==> config.mk <==
export PLATFORM = sky130hd
export DESIGN_NAME = lsu_axi
export DESIGN_NICKNAME = d
export VERILOG_FILES = /design/src/rtl/lsu_axi.sv
export SDC_FILE = /design/constraint.sdc
export NUM_CORES = 1
export LEC_CHECK = 0
export ABC_AREA = 1
export ABC_CLOCK_PERIOD_IN_PS = 5500
export CORE_MARGIN = 2
export CORE_UTILIZATION = 52
export CTS_CLUSTER_DIAMETER = 60
export DETAILED_ROUTE_END_ITERATION = 7
export PLACE_DENSITY = 0.77
export SLEW_MARGIN = 10
export SYNTH_ARGS = -nofsm -noshare
export SYNTH_HDL_FRONTEND = slang
export SYNTH_SLANG_ARGS = --single-unit
==> constraint.sdc <==
create_clock -name clk -period 5.5 [get_ports clk]
set_input_delay 1.1 -clock clk [delete_from_list [all_inputs] [get_ports clk]]
set_output_delay 1.1 -clock clk [all_outputs]
set_load 0.02 [all_outputs]
==> src/rtl/lsu_axi.sv <==
// Load/store unit bridging a simple request port to AXI4 read and write channels.
// Stores drain through a small in-order buffer; a single load may be outstanding.
module lsu_axi #(
    parameter int ADDR_W     = 22,
    parameter int SBUF_DEPTH = 4
) (
    input  logic              clk,
    input  logic              rst,

    input  logic              req_valid,
    output logic              req_ready,
    input  logic              req_we,
    input  logic [1:0]        req_size,
    input  logic              req_signed,
    input  logic [ADDR_W-1:0] req_addr,
    input  logic [31:0]       req_wdata,
    input  logic [4:0]        req_rd,

    output logic              resp_valid,
    output logic [31:0]       resp_data,
    output logic [4:0]        resp_rd,
    output logic              resp_err,

    output logic              sbuf_empty,
    output logic              bus_err,

    output logic [ADDR_W-1:0] araddr,
    output logic [2:0]        arsize,
    output logic [7:0]        arlen,
    output logic [1:0]        arburst,
    output logic              arvalid,
    input  logic              arready,
    input  logic [31:0]       rdata,
    input  logic [1:0]        rresp,
    input  logic              rlast,
    input  logic              rvalid,
    output logic              rready,

    output logic [ADDR_W-1:0] awaddr,
    output logic [2:0]        awsize,
    output logic [7:0]        awlen,
    output logic [1:0]        awburst,
    output logic              awvalid,
    input  logic              awready,
    output logic [31:0]       wdata,
    output logic [3:0]        wstrb,
    output logic              wlast,
    output logic              wvalid,
    input  logic              wready,
    input  logic [1:0]        bresp,
    input  logic              bvalid,
    output logic              bready
);

    localparam int PW = (SBUF_DEPTH > 1) ? $clog2(SBUF_DEPTH) : 1;
    localparam int CW = PW + 1;

    localparam logic [1:0] L_IDLE = 2'd0;
    localparam logic [1:0] L_AR   = 2'd1;
    localparam logic [1:0] L_R    = 2'd2;
    localparam logic [1:0] L_RSP  = 2'd3;

    localparam logic [1:0] S_IDLE = 2'd0;
    localparam logic [1:0] S_AW   = 2'd1;
    localparam logic [1:0] S_B    = 2'd2;

    logic [1:0]        l_state;
    logic [1:0]        s_state;

    logic [ADDR_W-1:0] fifo_addr [SBUF_DEPTH];
    logic [31:0]       fifo_data [SBUF_DEPTH];
    logic [3:0]        fifo_strb [SBUF_DEPTH];
    logic [1:0]        fifo_size [SBUF_DEPTH];
    logic [PW-1:0]     wr_ptr;
    logic [PW-1:0]     rd_ptr;
    logic [CW-1:0]     count;

    logic [1:0]        eff_size;
    logic              misaligned;
    logic              hazard;
    logic [PW-1:0]     slot_off;
    logic [31:0]       st_data;
    logic [3:0]        st_strb;
    logic              accept;
    logic              push;
    logic              pop;
    logic              ld_go;
    logic              mis_go;

    logic [1:0]        ld_off;
    logic [1:0]        ld_size;
    logic              ld_signed;
    logic [4:0]        ld_rd;
    logic [31:0]       ld_shift;
    logic [31:0]       ld_ext;

    assign arlen   = 8'd0;
    assign awlen   = 8'd0;
    assign arburst = 2'b01;
    assign awburst = 2'b01;
    assign wlast   = 1'b1;

    assign rready     = (l_state == L_R);
    assign bready     = (s_state == S_B);
    assign sbuf_empty = (count == '0) && (s_state == S_IDLE);

    // Size code 11 behaves as a word everywhere except the raw AXI size field.
    assign eff_size   = (req_size == 2'b11) ? 2'b10 : req_size;
    assign misaligned = ((eff_size == 2'b01) && req_addr[0]) ||
                        ((eff_size == 2'b10) && (req_addr[1:0] != 2'b00));

    always_comb begin
        st_data = req_wdata;
        st_strb = 4'b1111;
        case (eff_size)
            2'b00: begin
                st_data = {4{req_wdata[7:0]}};
                st_strb = 4'b0001 << req_addr[1:0];
            end
            2'b01: begin
                st_data = {2{req_wdata[15:0]}};
                st_strb = 4'b0011 << {req_addr[1], 1'b0};
            end
            default: ;
        endcase
    end

    // A slot is live when its distance from the head is below the count; the
    // head stays live until its write response retires it.
    always_comb begin
        hazard   = 1'b0;
        slot_off = '0;
        for (int i = 0; i < SBUF_DEPTH; i++) begin
            slot_off = PW'(i) - rd_ptr;
            if (({1'b0, slot_off} < count) &&
                (fifo_addr[i][ADDR_W-1:2] == req_addr[ADDR_W-1:2]))
                hazard = 1'b1;
        end
    end

    always_comb begin
        if (misaligned)
            req_ready = (l_state == L_IDLE);
        else if (req_we)
            req_ready = (count < CW'(SBUF_DEPTH));
        else
            req_ready = (l_state == L_IDLE) && !hazard;
    end

    assign accept = req_valid && req_ready;
    assign push   = accept && req_we && !misaligned;
    assign ld_go  = accept && !req_we && !misaligned;
    assign mis_go = accept && misaligned;
    assign pop    = (s_state == S_B) && bvalid;

    always_ff @(posedge clk) begin
        if (push) begin
            fifo_addr[wr_ptr] <= req_addr;
            fifo_data[wr_ptr] <= st_data;
            fifo_strb[wr_ptr] <= st_strb;
            fifo_size[wr_ptr] <= req_size;
        end
    end

    // Store side: when idle the AW/W registers load from the head, or straight
    // from the request being pushed so a fresh store issues the next cycle.
    always_ff @(posedge clk) begin
        if (rst) begin
            s_state <= S_IDLE;
            wr_ptr  <= '0;
            rd_ptr  <= '0;
            count   <= '0;
            awvalid <= 1'b0;
            wvalid  <= 1'b0;
            awaddr  <= '0;
            awsize  <= '0;
            wdata   <= '0;
            wstrb   <= 4'b1111;
            bus_err <= 1'b0;
        end else begin
            if (push)
                wr_ptr <= wr_ptr + PW'(1);
            if (pop)
                rd_ptr <= rd_ptr + PW'(1);
            case ({push, pop})
                2'b10:   count <= count + CW'(1);
                2'b01:   count <= count - CW'(1);
                default: ;
            endcase

            case (s_state)
                S_IDLE: begin
                    if (count != '0) begin
                        awaddr  <= fifo_addr[rd_ptr];
                        awsize  <= {1'b0, fifo_size[rd_ptr]};
                        wdata   <= fifo_data[rd_ptr];
                        wstrb   <= fifo_strb[rd_ptr];
                        awvalid <= 1'b1;
                        wvalid  <= 1'b1;
                        s_state <= S_AW;
                    end else if (push) begin
                        awaddr  <= req_addr;
                        awsize  <= {1'b0, req_size};
                        wdata   <= st_data;
                        wstrb   <= st_strb;
                        awvalid <= 1'b1;
                        wvalid  <= 1'b1;
                        s_state <= S_AW;
                    end
                end
                S_AW: begin
                    if (awready)
                        awvalid <= 1'b0;
                    if (wready)
                        wvalid <= 1'b0;
                    if ((!awvalid || awready) && (!wvalid || wready))
                        s_state <= S_B;
                end
                S_B: begin
                    if (bvalid) begin
                        if (bresp != 2'b00)
                            bus_err <= 1'b1;
                        s_state <= S_IDLE;
                    end
                end
                default: s_state <= S_IDLE;
            endcase
        end
    end

    always_comb begin
        ld_shift = rdata >> {ld_off, 3'b000};
        case (ld_size)
            2'b00:   ld_ext = ld_signed ? {{24{ld_shift[7]}}, ld_shift[7:0]}
                                        : {24'd0, ld_shift[7:0]};
            2'b01:   ld_ext = ld_signed ? {{16{ld_shift[15]}}, ld_shift[15:0]}
                                        : {16'd0, ld_shift[15:0]};
            default: ld_ext = rdata;
        endcase
    end

    // Load side also owns the response port, including misaligned error replies.
    always_ff @(posedge clk) begin
        if (rst) begin
            l_state    <= L_IDLE;
            arvalid    <= 1'b0;
            araddr     <= '0;
            arsize     <= '0;
            ld_off     <= '0;
            ld_size    <= '0;
            ld_signed  <= 1'b0;
            ld_rd      <= '0;
            resp_valid <= 1'b0;
            resp_data  <= '0;
            resp_rd    <= '0;
            resp_err   <= 1'b0;
        end else begin
            resp_valid <= 1'b0;
            case (l_state)
                L_IDLE: begin
                    if (mis_go) begin
                        resp_valid <= 1'b1;
                        resp_err   <= 1'b1;
                        resp_data  <= '0;
                        resp_rd    <= req_rd;
                    end else if (ld_go) begin
                        arvalid   <= 1'b1;
                        araddr    <= req_addr;
                        arsize    <= {1'b0, req_size};
                        ld_off    <= req_addr[1:0];
                        ld_size   <= eff_size;
                        ld_signed <= req_signed;
                        ld_rd     <= req_rd;
                        l_state   <= L_AR;
                    end
                end
                L_AR: begin
                    if (arready) begin
                        arvalid <= 1'b0;
                        l_state <= L_R;
                    end
                end
                L_R: begin
                    if (rvalid) begin
                        resp_valid <= 1'b1;
                        resp_data  <= ld_ext;
                        resp_err   <= (rresp != 2'b00);
                        resp_rd    <= ld_rd;
                        l_state    <= L_RSP;
                    end
                end
                default: l_state <= L_IDLE;
            endcase
        end
    end

    logic unused_rlast;
    assign unused_rlast = rlast;

endmodule

==> summary.md <==
| Metric | Value |
|---|---|
| Die Y | 188 um |
| Initial antenna violation count | 3 |
| IO buf count | 237 |
| Critical path launch point | req_size[0] |
| Reg2Reg Depth | 15 |
| Core area | 33400 um^2 |
| Clock Tree Buf Depth | 3 |
| Commonest non-fill, non-tap cells in the layout | 589 x nand2_1, 240 x edfxtp_1, 236 x clkdlybuf4s50_1, 226 x a21oi_1, 176 x o21ai_0 |
| Antenna-violating nets left | 0 |
| Power Total | 8.05 mW |
| Latest clock arrival within the worst-skew pair | 0.53 ns |
| Worst Path Class, Setup | input port to primary output |
| Final global-route overflow total | 0 |
| Synth cell types | 42 |
| Leakage power | 8.29 nW |
| Worst slew margin | 0.175 |
| Reg2reg start | rd_ptr[1]$_SDFFE_PP0P_ |
| Routed wire per std cell | 18.0 um |
| Share of cells above drive strength 1 | 0.0465 |
| Final WS setup | 0.965 ns |
| Cell Area, Synth | 17600 um^2 |
| Synth Area per Inst | 9.00 um^2 |
| Slowest stage delay, CP | 0.66 ns |
| Maximum fanout along the worst path | 17 |
| Area Growth Syn to Fin | 22.3% |
| Initial Util | 0.526 |
| Num CTS Buffers | 42 |
| # hold bufs at CTS | 0 |
| Max VDD drop | 0.335 mV |
| Crit path top cell by count | clkdlybuf4s50_1 |
| Placed Area | 20200 um^2 |
| Die area | 35300 um^2 |
| Setup violators final | 0 |
| Number of DRC markers in iteration 0 | 1389 |
| R2r setup slk | 2.00 ns |
| RSZ-0062 raised after global routing | false |
| Placement Setup Slack | 0.902 ns |
| Number of setup buffers added after CTS | 0 |
| Worst path cell trace | clkdlybuf4s50_1 > nor2_4 > a21oi_2 > nor3_2 > nand2_1 > o21bai_4 > clkdlybuf4s50_1 |
| # rows | 67 |
| CP Launch Type | input port |
| Global-route wire length before repair | 73100 um |
| Status | finished, final reports clean |
| Fin area | 21500 um^2 |
| Hold Crit Class | flop to flop |
| CP Buf/Inv Count | 2 |
| Final core utilization | 0.644 |
| Tcrit/Tclk final | 0.825 |
| FFs w/ async S/R, synth | 0 |
| TritonCTS clock tree | done |
| Post-synthesis cell count | 1955 |
| Clock Skew | 0.0249 ns |
| Largest delay share family, worst path | buffers and inverters |
| Total negative slack | 0 ns |
| CP Capture Type | primary output |
| Post-Route WL | 47300 um |
| Final Hold Viols | 0 |
| Post-synth EDFFs | 240 |
| # DRC | 0 |
| Max Transition Viols Final | 0 |
| H-tree levels | 2 |
| CTS resizes | 0 |
| Total number of vias | 14500 |
| Largest net degree at the start of global routing | 100 |
| All-Layer GR Usage | 0.260 |
| DR vias/cell | 5.52 |
| FF+latch count, synth | 388 |
| Pre-antenna DRT Iters | 6 |
| Worst path depth | 7 |
| Die width | 188 um |
| Vias in the first global route | 13800 |
| Worst r2r dst | awaddr[3]$_SDFFE_PP0P_ |
| CP Data Arrival Time | 3.43 ns |
| Fmax | 221 MHz |
| Clk root buf | clkbuf_16 |
| CP max stage cell | clkdlybuf4s50_1 |
| Most common library cell in the layout ignoring fill and taps | nand2_1 |
| Post-DP HPWL | 29900 um |
| Layout Nets | 2263 |
| Worst path required time | 4.40 ns |
| Clock Pin Slew Worst Setup and Hold Paths | 0.06 ns |
| CP endpoint | req_ready |
| Register area share after synthesis | 0.578 |
| CTS sink cnt | 388 |
| Gpl congestion | 0.872 |
| Max Cap Violations | 0 |
| Min Tclk post-route | 4.53 ns |
| Synth Flop Type | edfxtp_1 |
| Top Ports | 262 |
| PwrDens | 374 nW/um^2 |
| Warnings from Yosys | 0 |
| Worst-Margin Slew | 1.24 ns |
worst register-to-register path: stages, from the launching register on:
cell and delay (ns):
dfxtp_1 0.38, xor2_1 0.22, inv_1 0.08, ha_1 0.28, a21oi_1 0.06, nor2_1 0.14
nor2_1 0.07, nand3_1 0.12, nand2_1 0.11, o21bai_4 0.19, nand3_4 0.23, nand2_4 0.16
nand2_4 0.26, inv_4 0.70, nand2_1 0.25, a21oi_1 0.18
cell usage after synthesis, types with 2 or more instances:
library cell,count,area (um^2)
a211oi_1,4,30.0
o211ai_1,31,233
buf_1,6,22.5
clkinv_1,3,11.3
o2111ai_1,5,43.8
o31ai_1,6,45.0
nor3_1,3,15.0
o21ai_0,176,881
nor3_2,2,20.0
a221oi_1,8,70.1
conb_1,2,7.51
edfxtp_1,240,7210
inv_1,135,507
a32o_1,38,380
buf_4,31,233
buf_2,20,100
xor2_1,32,280
inv_2,3,11.3
nand2_4,2,22.5
nor2_1,103,387
nand2_1,589,2210
a21oi_1,226,1130
ha_1,12,150
clkbuf_1,79,297
dfxtp_1,148,2960
o22ai_1,2,12.5
a21o_1,4,30.0
nand3_1,31,155
metal layers:
| layer | track usage | vias to the layer above | wire [um] |
|---|---|---|---|
| met5 | 0 | - | 14 |
| met4 | 0.0939 | 2 | 1520 |
| met3 | 0.0434 | 103 | 3320 |
| met2 | 0.437 | 564 | 22700 |
| met1 | 0.341 | 6872 | 19800 |
| li1 | - | 6949 | - |
area by class of cell:
type                    count  area, um^2
clock inverters            18         159
well taps                 448         561
fillers                  2679       11900
diodes                      2        5.00
inverters                 142         537
repair buffers            258        2550
flip-flops and latches    388       10200
multi-input cells        1310        6360
clock buffers              57        1180
sequential cells by signal, summed over array words and instances, names as in the netlist, 3 cells and up, named ones only:
name,cells
awaddr,22
fifo_addr,88
count,3
fifo_size,8
ld_rd,5
fifo_strb,16
resp_data,32
araddr,22
wstrb,4
wdata,32
resp_rd,5
fifo_data,128
worst min-delay path by stage:
stage / endpoint / startpoint / slack [ns] / depth (start not counted)
final: bus_err$_SDFFE_PP0P_ / bus_err$_SDFFE_PP0P_ / 0.45 / 2
after global routing: wdata[11]$_SDFFE_PP0P_ / wdata[11]$_SDFFE_PP0P_ / 0.48 / 2
after CTS: bus_err$_SDFFE_PP0P_ / bus_err$_SDFFE_PP0P_ / 0.45 / 2
after detailed placement: bus_err$_SDFFE_PP0P_ / bus_err$_SDFFE_PP0P_ / 0.44 / 2
after global placement: ld_rd[3]$_SDFFE_PP0P_ / ld_rd[3]$_SDFFE_PP0P_ / 0.44 / 2
after floorplan: ld_rd[0]$_SDFFE_PP0P_ / ld_rd[0]$_SDFFE_PP0P_ / 0.43 / 2
logic make-up after synthesis:
| logic type | count (synthesis) | share of synthesized area |
|---|---|---|
| and+or+nand+nor | 736 | 0.163 |
| AOI/OAI and AO/OA | 506 | 0.166 |
| DFF | 388 | 0.578 |
| buffers and inverters | 278 | 0.0675 |
| xor gates and xnor gates | 32 | 0.0159 |
| adders and majority gates | 13 | 0.00967 |
| other | 2 | 0.000427 |
stage by stage:
stage	instances	hold WS (ns)
finish	2623	0.450
global route	2623	0.480
CTS	2621	0.450
detailed placement	2546	0.441
global placement	2546	0.439
floorplan	1976	0.429
where the power goes:
group,internal [mW],switching (mW)
logic,0.696,1.18
registers,3.31,0.120
clock network,1.64,1.11
No activity file was read; power rests on OpenSTA's default activity.
==> RTL change 1: new RTL, same settings <==
The parameter `ADDR_W` goes from 22 to 30.
--- a/src/rtl/lsu_axi.sv
+++ b/src/rtl/lsu_axi.sv
@@ -1,7 +1,7 @@
 // Load/store unit bridging a simple request port to AXI4 read and write channels.
 // Stores drain through a small in-order buffer; a single load may be outstanding.
 module lsu_axi #(
-    parameter int ADDR_W     = 22,
+    parameter int ADDR_W     = 30,
     parameter int SBUF_DEPTH = 4
 ) (
     input  logic              clk,
Interface: changed (resized araddr, awaddr and req_addr); port bits go from 262 to 286. No check against the original RTL was run, so the function may have changed too.
==> RTL change 1 against the unedited design <==
Via count up 18%. Die area rose by 14%. Power is 13% higher. Setup slack worse by 140 ps. Register-to-register slack got worse by 70 ps. Maximum frequency down 2.9%. Utilization rose by 0.46 points. Wire length is 23% higher. Final area rose by 14%. Area after synthesis increased by 14%. Sequential share of layout area down 0.56 points. Final cell count up 16%. Sequential cell count grew 48. Largest cell class unchanged. Largest power group unchanged. Highest routed layer unchanged.
==> RTL change 1: results (changes against the unedited design) <==
Final layout
  • Non-filler cells, final: 3054 (+16%)
  • Final nets: 2630 (+16%)
  • Fill cells: 3074 (+15%)
  • Largest regs: fifo_data x128, fifo_addr x120

Yosys
  • Synth top area cells: edfxtp_1 (41%), dfxtp_1 (16%), nand2_1 (14%)
  • EDFF count, synth: 272 (+13%)
  • Synth cell count leaders: nand2_1 (722), edfxtp_1 (272), a21oi_1 (253)

Clock tree
  • Worst skew pair latency: 560 ps (+30 ps)
  • Num CTS Buffers: 48 (+14%)

Global route
  • Pin count of the biggest net entering global routing: 119 (+19%)
  • All-Layer GR Usage: 28.6% (+2.6 points)
  • Initial antenna violation count: 4 (+1)
  • Vias in the first global route: 16522 (+20%)
  • First-pass GRT wire length: 91100 microns (+25%)

Placement
  • DP Area: 22900 sq um (+14%)
  • Number of port buffers: 261 (+10%)
  • Dpl hpwl: 37200 microns (+24%)
  • DP Cell Count: 2962 (+16%)

Outcome
  • Outcome: completed

Pwr
  • Worst VDD drop: 0.251 mV (-25%)
  • Pint: 6.37 mW (+13%)
  • P_leak: 9.66 nW (+16%)

Detailed routing
  • Drt first pass iters: 7 (+1)
  • Drt first-iter violations: 1544 (+11%)
  • Routed vias: 17045 (+18%)
  • WL final: 58300 microns (+23%)
## RTL change 1: changes by cell type in the layout (fill, tap and decap cells not counted), sizes merged, moves of 13 or more
cell	change
a211oi	+20
a21oi	+30
clkdlybuf4s50	+24
dfxtp	+16
edfxtp	+32
inv	+61
nand2	+134
nand4	+13
o211ai	-18
o21ai	+46
xor2	-23
## RTL change 1: cell families (layout without fill, tap and decap cells)
group | Yosys count | in the layout | share of synthesized area [%]
flops | 436 | 436 | 57.2
xor+xnor | 15 | 15 | 0.656
fa+ha+maj | 13 | 13 | 0.849
buf+inv | 346 | 574 | 7.10
other cells | 2 | 25 | 0.0375
compound gates | 589 | 589 | 16.9
simple gates | 891 | 891 | 17.3
## RTL change 1: critical path, stage by stage
cell and delay [ps]:
clkdlybuf4s50_1 690, inv_2 120, nand2_1 80, nand2_1 50
nor2_1 210, nand2_1 80, nor2_1 120, nand2_1 90
nor2_1 120, nor2_1 70, nand3_1 130, nand2_2 100
clkdlybuf4s50_1 610
## RTL change 1: worst paths after layout
| path | depth (start not counted) | slack, ps | to | from |
|---|---|---|---|---|
| hold reg to reg | 2 | 460 | ld_rd[3] | ld_rd[3] |
| setup / recovery | 13 | 830 | req_ready | req_addr[18] |
| setup reg to reg | 10 | 1930 | resp_data[21] | araddr[0] |
| hold / removal | 2 | 460 | ld_rd[3] | ld_rd[3] |
## RTL change 1: stage by stage
step / hold slack [ps] / power, mW
finish: 459 / 9.11
CTS: 457 / 9.15
global route: 474 / 9.49
global placement: 436 / 5.89
detailed placement: 448 / 5.93
floorplan: 429 / 5.10
## RTL change 1: power by group through the flow
stage	Sequential, mW	Combinational (mW)	Clock, mW
2_1_floorplan	4.10	1.00	0
3_3_place_gp	3.91	1.98	0
6_report	3.85	2.04	3.23
4_1_cts	3.85	2.03	3.26
5_1_grt	3.88	2.21	3.40
3_5_place_dp	3.92	2.01	0
## RTL change 1: area by class of cell
type                       instances  area share [%]
sequential                       436            46.7
clock buffer                      69            5.68
tap                              511            2.61
timing repair buffer             286            11.5
antenna                            2          0.0204
multi-input combinational       1531            29.7
clock inverter                    21           0.821
inverter                         198            3.05
## RTL change 1: metal layers
layer / GRT usage (%) / vias up / wire [microns]
li1: - / 8120 / -
met3: 5.52 / 118 / 5020
met5: 0 / - / 23
met1: 38.7 / 7967 / 24700
met2: 46.5 / 836 / 26900
met4: 9.74 / 4 / 1730
==> RTL change 2: new RTL, same settings <==
Without the edit above. Reset style: asynchronous (`rst`), changed in 2 clocked blocks.
--- a/src/rtl/lsu_axi.sv
+++ b/src/rtl/lsu_axi.sv
@@ -164,7 +164,7 @@
 
     // Store side: when idle the AW/W registers load from the head, or straight
     // from the request being pushed so a fresh store issues the next cycle.
-    always_ff @(posedge clk) begin
+    always_ff @(posedge clk or posedge rst) begin
         if (rst) begin
             s_state <= S_IDLE;
             wr_ptr  <= '0;
@@ -240,7 +240,7 @@
     end
 
     // Load side also owns the response port, including misaligned error replies.
-    always_ff @(posedge clk) begin
+    always_ff @(posedge clk or posedge rst) begin
         if (rst) begin
             l_state    <= L_IDLE;
             arvalid    <= 1'b0;
Function: differs if rst is asserted again (counterexample within 4 cycles, from zero or initial values and one cycle with rst high); with rst held inactive, the same outputs for 4 cycles.
==> RTL change 2 against the unedited design <==
Global-route usage down 0.58 points. Via count shrank 5.7%. Synthesized cell count decreased by 7.8%. Largest cell class unchanged. Setup slack got worse by 100 ps. Wire length down 3.6%. Final area increased by 0.92%. Highest routed layer unchanged. Sequential cell count decreased by 2. Area after synthesis is 0.36% higher. Sequential share of layout area up 2.8 points. Critical path depth increased by 5. Register-to-register slack worse by 350 ps.
Power is not compared: it rests on default switching activity, and its combinational part moved more than twofold at a synthesized area within 25%.
==> RTL change 2: results (changes against the unedited design) <==
Outcome
  • Outcome: completed

Global route
  • Pin count of the biggest net entering global routing: 87 (-13%)
  • Routing usage on met1: 34.0% (-0.082 points)
  • M2 GR Usage: 42.2% (-1.5 points)

Worst hold path
  • Min-Delay Path Depth: 1 (-1)
  • Worst hold start: bus_err
  • Worst Hold End: bus_err

Placement
  • DP Area: 20400 sq um (+0.97%)
  • Dpl hpwl: 29700 microns (-0.97%)

Yosys
  • Synth top area cells: edfxtp_1 (41%), dfrtp_1 (20%), nand2_1 (12%)
  • Ys async rst share: 37.8% (+38 points)
  • Synth cell count leaders: nand2_1 (558), edfxtp_1 (240), dfrtp_1 (142)
  • Unique masters post-synth: 47 (+12%)
  • Xor/xnor share of the synthesized area: 1.64% (+0.044 points)
  • Synth Area in Compound Gates: 11.9% (-4.6 points)
  • Post-synthesis mux area share: 0.453% (+0.45 points)

Final layout
  • Final nets: 2136 (-5.6%)
  • Storage cell area: 10900 sq um (+6.8%)
  • Fill cells: 2606 (-2.7%)

Clock tree
  • Num CTS Buffers: 40 (-4.8%)
  • Worst skew pair latency: 550 ps (+20 ps)

Critical path
  • Largest delay share family, worst path: simple AND/OR/NAND/NOR gates
  • FF-to-FF Start: rd_ptr[1]
  • Crit-path max cell delay: 700 ps (+40 ps)

Detailed routing
  • Drt first-iter violations: 1251 (-9.9%)
  • Drt first pass iters: 5 (-1)
[RTL change 2: changes by cell type after synthesis, moves of 22 or more]
cell      before  now
clkbuf_1      79   57
a32o_1        38    0
a41oi_1        0   26
dfxtp_1      148    0
nand2_1      589  558
o21ai_0      176  108
a21oi_1      226   92
dfrtp_1        0  142
o211ai_1      31    8
nor2_1       103  136
o21ai_1        1   48
[RTL change 2: through the flow]
stage	worst slack [ps]	power, mW	instances	hold WS, ps
5_1_grt	633	12.1	2495	494
2_1_floorplan	231	6.97	1824	453
4_1_cts	853	11.5	2494	481
3_5_place_dp	971	8.72	2421	465
3_3_place_gp	1040	8.60	2421	457
6_report	860	11.4	2495	477
[RTL change 2: metal layers]
| metal | vias up | part of all wire, % |
|---|---|---|
| met3 | 79 | 8.7 |
| li1 | 6445 | - |
| met2 | 664 | 47 |
| met1 | 6476 | 41 |
| met5 | - | 0.026 |
| met4 | 2 | 2.8 |
[RTL change 2: power by group]
part / internal, mW / switching (mW)
sequential: 3.66 / 0.393
clock: 1.61 / 1.13
combinational: 1.76 / 2.87
total: 7.03 / 4.39
[RTL change 2: how the worst max path moves through the flow]
stage | startpoint | endpoint | slack, ps | cells after the start
final | rd_ptr[1] | req_ready | 860 | 12
after global routing | rd_ptr[1] | req_ready | 630 | 12
after CTS | rd_ptr[1] | req_ready | 850 | 12
after detailed placement | req_size[0] | req_ready | 970 | 7
after global placement | req_size[0] | req_ready | 1040 | 7
after floorplan | rd_ptr[1] | fifo_addr[0][0] | 230 | 14
[RTL change 2: cell type report]
class,count,share of cell area [%]
Inverter,137,2.39
Clock buffer,50,5.01
Antenna cell,1,0.0115
Tap cell,448,2.58
Clock inverter,23,1.17
Sequential cell,386,50.0
Timing Repair Buffer,258,11.9
Multi-Input combinational cell,1192,26.9
